### config.mk
export PLATFORM = sky130hd
export DESIGN_NAME = wb_bus_master
export DESIGN_NICKNAME = d
export VERILOG_FILES = /design/src/rtl/wb_bus_master.sv
export SDC_FILE = /design/constraint.sdc
export NUM_CORES = 1
export LEC_CHECK = 0
export ABC_CLOCK_PERIOD_IN_PS = 2200
export CORE_UTILIZATION = 35
export CTS_CLUSTER_DIAMETER = 150
export DETAILED_ROUTE_END_ITERATION = 12
export PLACE_DENSITY_LB_ADDON = 0.25
export SLEW_MARGIN = 20
export SYNTH_ARGS = -nofsm -noshare
export SYNTH_HDL_FRONTEND = slang
export SYNTH_SLANG_ARGS = --single-unit
### constraint.sdc
create_clock -name clk -period 2.2 [get_ports clk]
set_clock_uncertainty 0.05 [all_clocks]
set_input_delay 0.55 -clock clk [delete_from_list [all_inputs] [get_ports clk]]
set_output_delay 0.55 -clock clk [all_outputs]
set_load 0.005 [all_outputs]
### src/rtl/wb_bus_master.sv
// Wishbone-classic single-transfer bus master for the memory controller.
// One request at a time, with an optional ack timeout that reports an error.
module wb_bus_master #(
  parameter int TIMEOUT_CYCLES = 255
) (
  input  logic        clk,
  input  logic        rst,
  input  logic        read_req,
  input  logic        write_req,
  input  logic [31:0] addr_in,
  input  logic [31:0] wdata_in,
  input  logic [3:0]  sel_in,
  output logic        bus_full,
  output logic [31:0] rdata_out,
  output logic        done,
  output logic        err,
  output logic [31:0] adr_o,
  output logic [31:0] dat_o,
  output logic [3:0]  sel_o,
  output logic        we_o,
  output logic        cyc_o,
  output logic        stb_o,
  input  logic [31:0] dat_i,
  input  logic        ack_i
);

  localparam int CW = (TIMEOUT_CYCLES < 1) ? 1 : $clog2(TIMEOUT_CYCLES + 1);
  localparam logic [CW-1:0] CNT_LAST = CW'((TIMEOUT_CYCLES > 0) ? TIMEOUT_CYCLES - 1 : 0);
  localparam bit TO_EN = (TIMEOUT_CYCLES != 0);

  typedef enum logic [1:0] {
    ST_IDLE,
    ST_BUSY,
    ST_RESP
  } state_t;

  state_t          r_state;
  state_t          w_state_nxt;
  logic [CW-1:0]   r_cnt;
  logic            r_err;
  logic            w_expire;

  assign w_expire = TO_EN && (r_cnt == CNT_LAST);

  always_ff @(posedge clk or negedge rst) begin
    if (!rst) begin
      r_state <= ST_IDLE;
    end else begin
      r_state <= w_state_nxt;
    end
  end

  always_comb begin
    w_state_nxt = r_state;
    case (r_state)
      ST_IDLE: if (read_req || write_req) w_state_nxt = ST_BUSY;
      ST_BUSY: if (ack_i || w_expire)     w_state_nxt = ST_RESP;
      ST_RESP: w_state_nxt = ST_IDLE;
      default: w_state_nxt = ST_IDLE;
    endcase
  end

  // Request latching, read capture and wait-state counting
  always_ff @(posedge clk or negedge rst) begin
    if (!rst) begin
      adr_o     <= '0;
      dat_o     <= '0;
      sel_o     <= '0;
      we_o      <= 1'b0;
      rdata_out <= '0;
      r_cnt     <= '0;
      r_err     <= 1'b0;
    end else begin
      case (r_state)
        ST_IDLE: begin
          if (read_req) begin
            adr_o <= addr_in;
            sel_o <= sel_in;
            we_o  <= 1'b0;
            r_cnt <= '0;
          end else if (write_req) begin
            adr_o <= addr_in;
            sel_o <= sel_in;
            dat_o <= wdata_in;
            we_o  <= 1'b1;
            r_cnt <= '0;
          end
        end
        ST_BUSY: begin
          if (ack_i) begin
            if (!we_o) rdata_out <= dat_i;
            r_err <= 1'b0;
          end else if (w_expire) begin
            r_err <= 1'b1;
          end else if (!(&r_cnt)) begin
            r_cnt <= r_cnt + 1'b1;
          end
        end
        ST_RESP: we_o <= 1'b0;
        default: we_o <= 1'b0;
      endcase
    end
  end

  // Handshake and status outputs decode straight from the state register
  assign bus_full = (r_state != ST_IDLE);
  assign cyc_o    = (r_state == ST_BUSY);
  assign stb_o    = (r_state == ST_BUSY);
  assign done     = (r_state == ST_RESP);
  assign err      = (r_state == ST_RESP) && r_err;

endmodule

==> flow_summary.json <==
{
  "root_buffer": "clkbuf_16",
  "rsz0062_at_grt": "false",
  "setup_viol": 0,
  "row_count": 40,
  "synth_nets": 391,
  "die_w_um": 115,
  "layout_min_cycle_time_ps": 2120,
  "synth_area_leaders": "dfrtp_1 (63%), mux2_2 (22%), mux2_4 (3.4%)",
  "dp_cells": 659,
  "status": "finished clean",
  "final_common_cell": "clkdlybuf4s50_1",
  "rr_endpoint": "dat_o[8]$_DFFE_PN0P_",
  "fillers": 1061,
  "synth_edf_count": 0,
  "pwr_density_cell_mw_per_mm2": 1330,
  "tritoncts": "built",
  "setup-tns-final_ps": 0,
  "grt_pass1_vias": 3261,
  "worstSetupStartpointType": "register",
  "dp_hpwl_um": 7680,
  "clock_latency_ps": 350,
  "cts-htree-levels": 3,
  "max_clock_freq_ghz": 0.473,
  "crit_chain": "buf_4, or2_4, dlygate4sd2_1",
  "io_pins": 211,
  "timing.critical_path.from": "r_state[0]$_DFFE_PN0P_",
  "drt-pass1-iter-count": 4,
  "start_util_pct": 36.5,
  "p_seq_share_pct": 38.5,
  "required_ps": 1600,
  "maxSlewViolCount": 0,
  "antenna_cells": 0,
  "grt_max_degree": 113,
  "finalHoldViolations": 0,
  "synth_top_area_cell": "dfrtp_1",
  "grt_use_total_pct": 16.5,
  "core_area_mm2": 0.0122,
  "cts.sinks": 112,
  "ant_nets": 0,
  "power_frac_comb_pct": 45.4,
  "path_clk_slew_ps": 70,
  "slew_headroom_pct": 59.3,
  "max_stage_delay_ps": 450,
  "drtIter0Drc": 106,
  "final_cell_mix": "clkdlybuf4s50_1 (205), dfrtp_1 (111), mux2_2 (89)",
  "worstRegToRegCells": 5,
  "fin_crit_sh_pct": 96.2,
  "hold_class": "in2async",
  "swShare_pct": 27.4,
  "drc": 0,
  "gr-total-overflow": 0,
  "vias": 3140,
  "synthDistinctLibCells": 37,
  "yosysSeqAreaShare_pct": 62.9,
  "timing.rr.start": "r_state[0]$_DFFE_PN0P_",
  "crit_type": "reg2out",
  "drive_above_1_share_pct": 26.7,
  "globalplace.congestion": 0.817,
  "fp.dieArea_mm2": 0.0132,
  "reg2reg_slack_ps": 320,
  "syn_to_final_growth_pct": 58.8,
  "peakVddDrop_uv": 576,
  "worstPathMaxFanout": 4,
  "ys_seq_elements": 112,
  "antenna_found_initial": 0,
  "nets": 612,
  "portBuffers": 210,
  "critPathSlowestCell": "dfrtp_2",
  "ys_warn_count": 0,
  "cp.arrival_ps": 1520,
  "cts_buffers": 9,
  "synth_top_flop_cell": "dfrtp_1",
  "tightest_slew_ps": 610,
  "p_leak_nw": 2.96,
  "synth_cells": 284,
  "power.share.clock_pct": 16.1,
  "switching_power_mw": 2.58,
  "syn_area_per_cell_um2": 15.7,
  "worstSetupEndpointType": "output port",
  "clock_path_buffers": 2,
  "viasPerCell": 4.63,
  "yosysTopAreaCellShare_pct": 62.9,
  "grt_pass1_wl_um": 16400,
  "maxCapViolations": 0,
  "die_h_um": 115,
  "p_int_mw": 6.84,
  "critPathCapture": "bus_full",
  "async_reset_ff_share_pct": 100,
  "syn_area_mm2": 0.00446,
  "final_cells": 678,
  "finalWirelength_um": 10600,
  "wl_per_cell_um": 15.7
}
==> per-layer routing <==
layer	vias to the layer above	track usage (%)	part of all wire, %
li1	1462	-	-
met1	1527	19.4	41
met2	139	27.0	48
met3	12	7.12	9.8
met4	0	6.06	1.5
met5	-	0	0
==> logic make-up after synthesis <==
family                     Yosys count  synth area share (%)
and+or+nand+nor                     29                  3.96
buffers and inverters               16                  2.69
adders and majority gates            2                 0.561
DFF                                112                  62.9
AOI/OAI and AO/OA                   23                  3.37
muxes                              102                  26.6
==> power groups by stage <==
stage	Sequential (mW)	Combinational [mW]	Clock [mW]
detailed placement	3.67	4.30	0
floorplan	3.70	1.64	0
global placement	3.60	4.24	0
global route	3.77	4.59	1.66
finish	3.63	4.27	1.51
CTS	3.64	4.36	1.57
==> flip-flops by register name, indices dropped and copies added, names as in the netlist <==
name,cells
sel_o,4
we_o,1
dat_o,32
r_cnt,8
r_state,2
adr_o,32
r_err,1
rdata_out,32
==> synthesized netlist by cell type (3+ instances only) <==
library cell  count
a21oi_1           7
a31oi_1           3
buf_4             7
buf_6             3
dfrtp_1         112
inv_1             4
mux2_2           89
mux2_4           10
nand2_1           4
nand3_1           4
nor2_1            6
o21ai_0           3
==> critical path, delay by kind of cell (launching register included) <==
family / cells / cell delay, ps
flip-flops: 1 / 450
AND/OR/NAND/NOR: 1 / 260
buffers and inverters: 2 / 460
==> through the flow <==
stage / utilization (%) / area (um2) / total power, mW / setup slack [ps] / hold WS (ps)
2_1_floorplan: - / 4460 / 5.34 / 460 / 204
3_3_place_gp: 55.5 / 6780 / 7.84 / 49.7 / 417
3_5_place_dp: 55.5 / 6780 / 7.97 / 2.03 / 424
4_1_cts: 58.0 / 7080 / 9.57 / 6.45 / 243
5_1_grt: 58.0 / 7080 / 10.0 / 31.3 / 273
6_report: 58.0 / 7080 / 9.42 / 83.9 / 202
==> how the worst min path moves through the flow <==
stage / end / startpoint / cells past startpoint
final: sel_o[0]$_DFFE_PN0P_ / rst / 2
after global routing: adr_o[29]$_DFFE_PN0P_ / rst / 2
after CTS: adr_o[28]$_DFFE_PN0P_ / rst / 2
after detailed placement: rdata_out[6]$_DFFE_PN0P_ / rdata_out[6]$_DFFE_PN0P_ / 1
after global placement: rdata_out[6]$_DFFE_PN0P_ / rdata_out[6]$_DFFE_PN0P_ / 1
after floorplan: adr_o[0]$_DFFE_PN0P_ / rst / 0
==> final cells by class <==
type | instances | area (um2) | area share [%]
well taps | 168 | 210 | 2.97
clock inverters | 4 | 20.0 | 0.283
multi-input cells | 156 | 1550 | 21.9
repair buffers | 221 | 2230 | 31.5
flip-flops and latches | 112 | 2800 | 39.6
clock buffers | 12 | 246 | 3.48
inverters | 5 | 18.8 | 0.265
==> repair_timing <==
| item | 4_1_cts | 5_1_grt |
|---|---|---|
| setup endpoints to repair | 4 | 1 |
| pin swaps | 0 | 0 |
| resized for setup | 8 | 1 |
| hold buffers | 0 | 0 |
| buffers inserted | 3 | 0 |
No activity file was read; power rests on OpenSTA's default activity.
